**src/rtl/rnd_harvester_if.sv**
```systemverilog
// rnd_harvester_if
//   Byte delivery channel of the entropy harvester.
//   data_out   : harvested byte, stable while data_valid is high
//   data_valid : data_out holds an unconsumed byte
//   data_ready : consumer accepts the byte (transfer on valid & ready)
//   master modport is the harvester side, slave modport the consumer side.
interface rnd_harvester_if;
    logic [7:0] data_out;
    logic       data_valid;
    logic       data_ready;

    modport master (
        output data_out,
        output data_valid,
        input  data_ready
    );

    modport slave (
        input  data_out,
        input  data_valid,
        output data_ready
    );
endinterface

```
**src/rtl/rnd_harvester.sv**
```systemverilog
// rnd_harvester
//   Entropy reader for the ring-oscillator random bank. Synchronizes the
//   asynchronous raw bus, XOR-folds it to one bit per unfrozen cycle,
//   von-Neumann debiases the fold bits, packs accepted bits MSB-first into
//   bytes and hands them out over a valid/ready channel. A repetition-count
//   test on the raw fold bits raises a sticky advisory flag.
// Ports
//   clk         : system clock
//   rst         : asynchronous active-high reset
//   raw_in      : N raw generator bits, asynchronous to clk
//   freeze      : 1 = pause sampling (handshake keeps running)
//   clr         : synchronous clear of harvesting state and sticky flags
//   bus         : byte output channel (data_out / data_valid / data_ready)
//   overflow    : sticky, a completed byte was dropped
//   health_fail : sticky, repetition-count test tripped
module rnd_harvester #(
    parameter int N         = 16,
    parameter int RCT_LIMIT = 32
) (
    input  logic                   clk,
    input  logic                   rst,
    input  logic [N-1:0]           raw_in,
    input  logic                   freeze,
    input  logic                   clr,
    rnd_harvester_if.master        bus,
    output logic                   overflow,
    output logic                   health_fail
);

    localparam int                 RCT_W   = $clog2(RCT_LIMIT + 1);
    localparam logic [RCT_W-1:0]   RCT_MAX = RCT_W'(RCT_LIMIT);
    localparam logic [RCT_W-1:0]   RCT_ONE = RCT_W'(1);

    typedef enum logic {
        PH_FIRST,
        PH_SECOND
    } phase_t;

    // Synchronizer; stage 1 may be metastable and feeds only stage 2.
    logic [N-1:0]     sync1_q;
    logic [N-1:0]     sync2_q;

    phase_t           phase_q;
    logic             a_q;
    // Only the first seven bits of a byte are stored; the eighth is a_q
    // itself at completion, so the byte is {shreg_q, a_q}.
    logic [6:0]       shreg_q;
    logic [6:0]       shreg_d;
    logic [2:0]       cnt_q;
    logic [RCT_W-1:0] rct_q;
    logic [RCT_W-1:0] rct_d;
    logic             prev_f_q;
    logic [7:0]       data_out_q;
    logic             data_valid_q;
    logic             overflow_q;
    logic             health_q;

    logic             fold;
    logic             sample;
    logic             accept;
    logic             byte_done;
    logic             xfer;

    always_ff @(posedge clk or posedge rst) begin
        if (rst) begin
            sync1_q <= '0;
            sync2_q <= '0;
        end else begin
            sync1_q <= raw_in;
            sync2_q <= sync1_q;
        end
    end

    always_comb begin
        fold      = ^sync2_q;
        sample    = ~freeze;
        accept    = sample && (phase_q == PH_SECOND) && (fold != a_q);
        byte_done = accept && (cnt_q == 3'd7);
        shreg_d   = {shreg_q[5:0], a_q};
        xfer      = data_valid_q && bus.data_ready;

        // rct_q == 0 marks "no sample since reset/clr": load 1.
        rct_d = rct_q;
        if ((rct_q == '0) || (fold != prev_f_q)) begin
            rct_d = RCT_ONE;
        end else if (rct_q != RCT_MAX) begin
            rct_d = rct_q + RCT_ONE;
        end
    end

    always_ff @(posedge clk or posedge rst) begin
        if (rst) begin
            phase_q      <= PH_FIRST;
            a_q          <= 1'b0;
            shreg_q      <= '0;
            cnt_q        <= '0;
            rct_q        <= '0;
            prev_f_q     <= 1'b0;
            data_out_q   <= '0;
            data_valid_q <= 1'b0;
            overflow_q   <= 1'b0;
            health_q     <= 1'b0;
        end else if (clr) begin
            phase_q      <= PH_FIRST;
            cnt_q        <= '0;
            rct_q        <= '0;
            data_valid_q <= 1'b0;
            overflow_q   <= 1'b0;
            health_q     <= 1'b0;
        end else begin
            if (sample) begin
                case (phase_q)
                    PH_FIRST: begin
                        a_q     <= fold;
                        phase_q <= PH_SECOND;
                    end
                    PH_SECOND: begin
                        phase_q <= PH_FIRST;
                        if (accept) begin
                            shreg_q <= shreg_d;
                            cnt_q   <= cnt_q + 3'd1;
                        end
                    end
                    default: phase_q <= PH_FIRST;
                endcase

                rct_q    <= rct_d;
                prev_f_q <= fold;
                if (rct_d == RCT_MAX) begin
                    health_q <= 1'b1;
                end
            end

            // A same-edge transfer frees the register, so a completing
            // byte loads instead of being dropped.
            if (byte_done) begin
                if (!data_valid_q || xfer) begin
                    data_out_q   <= {shreg_q, a_q};
                    data_valid_q <= 1'b1;
                end else begin
                    overflow_q <= 1'b1;
                end
            end else if (xfer) begin
                data_valid_q <= 1'b0;
            end
        end
    end

    assign bus.data_out   = data_out_q;
    assign bus.data_valid = data_valid_q;
    assign overflow       = overflow_q;
    assign health_fail    = health_q;

endmodule
```
**src/flat_wrapper.sv**
```systemverilog
// flat-port wrapper written by rule: the top's interface ports become plain ports
module rnd_harvester_flat 
#(
    parameter int N         = 16,
    parameter int RCT_LIMIT = 32
)
  (clk, rst, raw_in, freeze, clr, overflow, health_fail, bus_data_out, bus_data_valid, bus_data_ready);
  rnd_harvester_if bus_i ();
  input  logic clk;
  input  logic rst;
  input  logic [N-1:0] raw_in;
  input  logic freeze;
  input  logic clr;
  output logic overflow;
  output logic health_fail;
  output wire logic [$bits(bus_i.data_out)-1:0] bus_data_out;
  output wire logic [$bits(bus_i.data_valid)-1:0] bus_data_valid;
  input wire logic [$bits(bus_i.data_ready)-1:0] bus_data_ready;
  assign bus_data_out = bus_i.data_out;
  assign bus_data_valid = bus_i.data_valid;
  assign bus_i.data_ready = bus_data_ready;
  rnd_harvester #(.N(N), .RCT_LIMIT(RCT_LIMIT)) u_core (.clk(clk), .rst(rst), .raw_in(raw_in), .freeze(freeze), .clr(clr), .bus(bus_i), .overflow(overflow), .health_fail(health_fail));
endmodule
```
**config.mk**
```make
export PLATFORM = sky130hd
export DESIGN_NAME = rnd_harvester_flat
export DESIGN_NICKNAME = d
export VERILOG_FILES = /design/src/rtl/rnd_harvester_if.sv /design/src/rtl/rnd_harvester.sv /design/src/flat_wrapper.sv
export SDC_FILE = /design/constraint.sdc
export NUM_CORES = 1
export LEC_CHECK = 0
export BUFFER_PORTS_ARGS = -buffer_cell sky130_fd_sc_hd__buf_2
export CAP_MARGIN = 0
export CELL_PAD_IN_SITES_DETAIL_PLACEMENT = 0
export CELL_PAD_IN_SITES_GLOBAL_PLACEMENT = 1
export CORE_UTILIZATION = 45
export CTS_BUF_LIST = sky130_fd_sc_hd__clkbuf_4
export CTS_CLUSTER_DIAMETER = 60
export CTS_CLUSTER_SIZE = 24
export DETAILED_ROUTE_END_ITERATION = 7
export PLACE_DENSITY_LB_ADDON = 0.1
export SYNTH_ARGS = -nofsm -noshare
export SYNTH_HDL_FRONTEND = slang
export SYNTH_SLANG_ARGS = --single-unit
```
**constraint.sdc**
```tcl
create_clock -name clk -period 3.6 [get_ports clk]
set_clock_uncertainty 0.15 [all_clocks]
set_input_delay 0.18 -clock clk [delete_from_list [all_inputs] [get_ports clk]]
set_output_delay 0.18 -clock clk [all_outputs]
set_load 0.05 [all_outputs]
```
---- Yosys cells after proc, flatten, opt, wreduce, memory -nomap -nowiden ----
Cells that the tools add are included.
operators by class
  add/sub/neg operators ................... 2
  eq/ne operators ......................... 8
  multiplexer cells ....................... 21
  bitwise logic cells ..................... 3
  reductions and logical operators ........ 22
operator list
  kind                                                              count
  6-bit two-way mux                                                 4
  16-bit XOR reduction                                              1
  1-bit two-way mux                                                 12
  3-bit two-way mux                                                 4
  3-bit AND reduction                                               3
  2-bit AND reduction                                               4
  2-bit nonzero test                                                4
  6-bit by 1-bit adder with 6-bit output (second input constant)    1
  6-bit == test (second input constant)                             1
  6-bit zero test                                                   1
  6-bit != test (second input constant)                             1
  1-bit logical AND                                                 4
  4-bit AND reduction                                               1
  3-bit by 1-bit adder with 3-bit output (second input constant)    1
  3-bit == test (second input constant)                             1
  3-bit != test (second input constant)                             1
  1-bit inverter                                                    3
  3-bit nonzero test                                                1
  1-bit logical OR                                                  2
  1-bit != test                                                     2
  2-bit by 1-bit != test with 1-bit output (second input constant)  1
  2-bit != test (second input constant)                             1
  1-bit case mux with 2 select lines                                1
  1-bit zero test                                                   1
storage, ports and cells
  register bits ........................... 62
  bits of input ports ..................... 21
  output and inout bits ................... 11
  logic and storage cells ................. 68

---- Longest topological paths before layout ----
  depth after elaboration ................. 8
  gate-level depth with buffers ........... 7
  gate-level depth less buffers ........... 7

---- Worst setup path after synthesis ----
OpenSTA, ideal clock, no wires.
  path type ............................... reg-to-reg
  start point ............................. reg u_core.sync2_q[15]
  end point ............................... reg u_core.data_out_q[0], in the netlist u_core.bus.data_out[0]
  setup time .............................. 0.125 ns
  data arrival time ....................... 2.231 ns
  data required time ...................... 3.325 ns
  slack ................................... 1.095 ns
  cell stages (with the launch flop) ...... 7
  path buffers ............................ 0
  period minus slack after synthesis ...... 2.505 ns
  cell sequence ........................... dfrtp_1 xor2_1 xnor2_1 xnor2_2 xnor3_2 nor4b_4 mux2_2
between the ends
  word-level cells in the longest chain between the ends .. 5
ends and longest elaborated chain
  element                               RTL line              source
  from (decl)                           rnd_harvester.sv:41   logic [N-1:0] sync2_q;
  from (signal assigned)                rnd_harvester.sv:70   sync2_q <= sync1_q;
  16-bit XOR reduction                  rnd_harvester.sv:75   fold = ^sync2_q;
  1-bit != test                         rnd_harvester.sv:77   accept = sample && (phase_q == PH_SECOND) && (fold != a_q);
  1-bit logical AND                     rnd_harvester.sv:77
  1-bit logical AND                     rnd_harvester.sv:78   byte_done = accept && (cnt_q == 3'd7);
  3-bit AND reduction (no source line)  -
  to (signal assigned)                  rnd_harvester.sv:138  data_out_q <= {shreg_q, a_q};
  to (decl)                             rnd_harvester.sv:53   logic [7:0] data_out_q;
No other way between the ends.
A chain may end at the register's enable or synchronous reset.

---- Worst setup path after layout ----
  start point ............................. reg u_core.sync2_q[15]
  end point ............................... reg u_core.data_out_q[5], in the netlist u_core.bus.data_out[5]
The elaborated chain is that of the path after synthesis.

==> key figures <==
Synthesis
  – Share of Yosys cell area claimed by the top area cell type: 65.16%
  – Synth top cells by count: 62 x dfrtp_1, 15 x mux2_2, 13 x xnor2_1
  – Synthesized area per cell: 13.84 um^2
  – Synth cell types: 33
  – Synth top area cells: dfrtp_1 65%, mux2_2 7.1%, xnor2_1 4.8%
  – Count leader, synth: dfrtp_1
  – Post-synth EDFFs: 0
  – Warning count from the yosys run: 0
  – Syn Nets: 197
  – Synth area leader: dfrtp_1
  – Share of flip-flops with an asynchronous set or reset: 100.0%
  – Synthesized cell area: 2381 um^2
  – Cells after synthesis: 172
  – Flops & latches, synth: 62
  – Sequential element share of the synthesized area: 65.16%
  – Top FF cell, synth: dfrtp_1

Timing
  – Tmin final: 2.663 ns
  – Setup Viol. Count Final: 0
  – Setup WS post-layout: 0.9374 ns
  – Relative slew margins: 53.58%
  – Final hold vios: 0
  – Setup TNS: 0 ns
  – Slew @ Worst Pin: 0.6952 ns
  – Worst hold margin: 0.08069 ns
  – Max Slew Vio Count: 0
  – Final worst-path cycle share: 73.96%
  – F_max: 0.3756 GHz
  – Unrepaired setup endpoints after global routing: no

Final layout
  – N_diodes: 0
  – Synth-to-Final Area Change: 23.75%
  – Layout cells sized above 1: 27.85%
  – Fillers: 434
  – Final #Nets: 257
  – Post-layout util: 57.69%

Clocking
  – Post CTS Setup Buffer Count: 0
  – Hold_buf cts: 19
  – Clk pin slew, worst setup/hold paths: 0.10 ns
  – H-Tree Depth: 3
  – Sink Count: 62
  – Root Driver: clkbuf_4
  – Worst skew pair latency: 0.38 ns
  – CTS tree: built
  – Post-CTS sizing: 0
  – TritonCTS Buffers: 9
  – CTS max path bufs: 2

Global routing
  – Vias in the first global route: 1464
  – GR Overflow Total: 0
  – Total track usage: 15.79%
  – Largest net degree at the start of global routing: 37
  – Initial antenna violation count: 0
  – First-pass GRT wire length: 6251 um

Setup path
  – CP startpoint: u_core.sync2_q[15]
  – Data required, critical path: 3.72 ns
  – Worst Path Arrival: 2.78 ns
  – Startpoint Class: flip-flop
  – Type of the worst setup path: reg -> reg
  – Crit Reg-Reg Startpoint: u_core.sync2_q[15]
  – Crit end category: flip-flop
  – Worst Path Max Fanout: 8

Power and ir drop
  – VDD IR max: 309.1 uV
  – PD cells: 513.0 nW/um^2
  – Pleak: 1.380 nW

Place
  – Port bufs: 31
  – Post-Place Setup Slack: 0.9169 ns
  – RD Place Congestion: 0.7163
  – Hpwl dp: 2446 um

Route
  – DRT Pass-1 Iters: 4
  – Detail-routed via count per cell: 4.805
  – Vias: 1475
  – Met3 Wirelength: 139 um
  – Met2 Wirelength: 1849 um
  – Routed Antenna Nets: 0
  – M1 WL: 1641 um
  – Routed length per instance: 12.02 um
  – Drt first-iter violations: 81
  – Highest Signal Layer: met4
  – Remaining DRCs: 0
  – Routed WL: 3691 um

Floorplan
  – # IOs: 32
  – Initial Util: 46.62%
  – FP Rows: 26
  – Core Area: 5107 um^2
  – Die Y: 74.74 um
  – Die X: 74.74 um
  – Die ar.: 5586 um^2

Status
  – Status: completed

Min path
  – Type of the most critical hold path: in -> reg
  – Start point of the worst hold path: bus_data_ready

Job
  – Max-cap violations: 0
-- report_power, final --
| group | switching [mW] | internal [mW] | total (mW) |
|---|---|---|---|
| combinational | 0.136 | 0.141 | 0.277 |
| clock | 0.240 | 0.206 | 0.446 |
| sequential | 0.0365 | 0.752 | 0.789 |
-- final timing paths --
path,end,cells past startpoint,slack [ns]
max,u_core.bus.data_out[5],6,0.94
min,u_core.bus.data_valid,3,0.08
max reg2reg,u_core.bus.data_out[5],6,0.94
min reg2reg,u_core.sync2_q[10],0,0.20
max in group asynchronous,u_core.shreg_q[1],4,2.19
min in group asynchronous,u_core.sync1_q[1],3,0.30
-- cell usage in the layout (no fill, tap or decap), types with 2 or more instances in the layout --
cell | synthesis | final
inv_1 | 8 | 7
a2111oi_0 | 2 | 2
dfrtp_1 | 62 | 62
clkinv_1 | 0 | 2
buf_2 | 0 | 31
mux2_2 | 15 | 15
o21ai_0 | 5 | 5
and3_1 | 2 | 2
nor3_1 | 3 | 3
xnor2_1 | 13 | 13
ha_1 | 4 | 4
nand3b_1 | 2 | 2
a32o_1 | 2 | 2
mux2i_1 | 2 | 2
nor3b_1 | 2 | 2
nor2b_1 | 2 | 2
nand2_1 | 11 | 11
clkbuf_4 | 0 | 9
a31oi_1 | 2 | 2
xor2_1 | 3 | 3
dlygate4sd3_1 | 0 | 19
clkinvlp_4 | 0 | 3
nand3_1 | 4 | 4
nor2_1 | 9 | 9
a21oi_1 | 5 | 5
-- cell type report --
cell class / count / area, um^2 / share of cell area, %
Sequential cell: 62 / 1551 / 52.65
Multi-Input combinational cell: 100 / 792.0 / 26.88
Timing Repair Buffer: 51 / 352.8 / 11.97
Tap cell: 70 / 87.58 / 2.972
Clock buffer: 9 / 67.56 / 2.293
Clock inverter: 7 / 65.06 / 2.208
Inverter: 8 / 30.03 / 1.019
-- kinds of logic after synthesis --
group / after synthesis / synth area share (%)
adders and majority gates: 4 / 2.102
muxes: 17 / 7.935
DFF: 62 / 65.16
buffers and inverters: 10 / 1.577
xor gates and xnor gates: 19 / 8.513
AOI/OAI and AO/OA: 21 / 5.991
and+or+nand+nor: 39 / 8.723
-- critical path, stage by stage, from the launching register on --
cell,delay (ns)
dfrtp_1,0.38
xor2_1,0.16
xnor2_1,0.25
xnor2_2,0.20
xnor3_2,0.46
nor4b_4,0.57
mux2_2,0.40
-- through the flow --
stage | total power, mW | cells | instance area, um^2
after floorplan | 1.005 | 172 | 2381
after global placement | 1.055 | 272 | 2624
after detailed placement | 1.068 | 272 | 2624
after CTS | 1.533 | 307 | 2947
after global routing | 1.612 | 307 | 2947
final | 1.512 | 307 | 2947
-- metal layers --
layer / global-route usage (%) / vias up
li1: - / 711
met1: 18.48 / 718
met3: 5.622 / 7
met2: 25.13 / 39
met5: 0 / -
met4: 9.434 / 0
-- flip-flops by register name, indices dropped and copies added, names as in the netlist --
signal and cells:
u_core.phase_q 1, u_core.sync2_q 16, u_core.bus.data_valid 1, u_core.overflow 1, u_core.a_q 1, u_core.prev_f_q 1, u_core.shreg_q 7, u_core.health_fail 1
u_core.cnt_q 3, u_core.sync1_q 16, u_core.rct_q 6, u_core.bus.data_out 8
No activity file was read; power rests on OpenSTA's default activity.
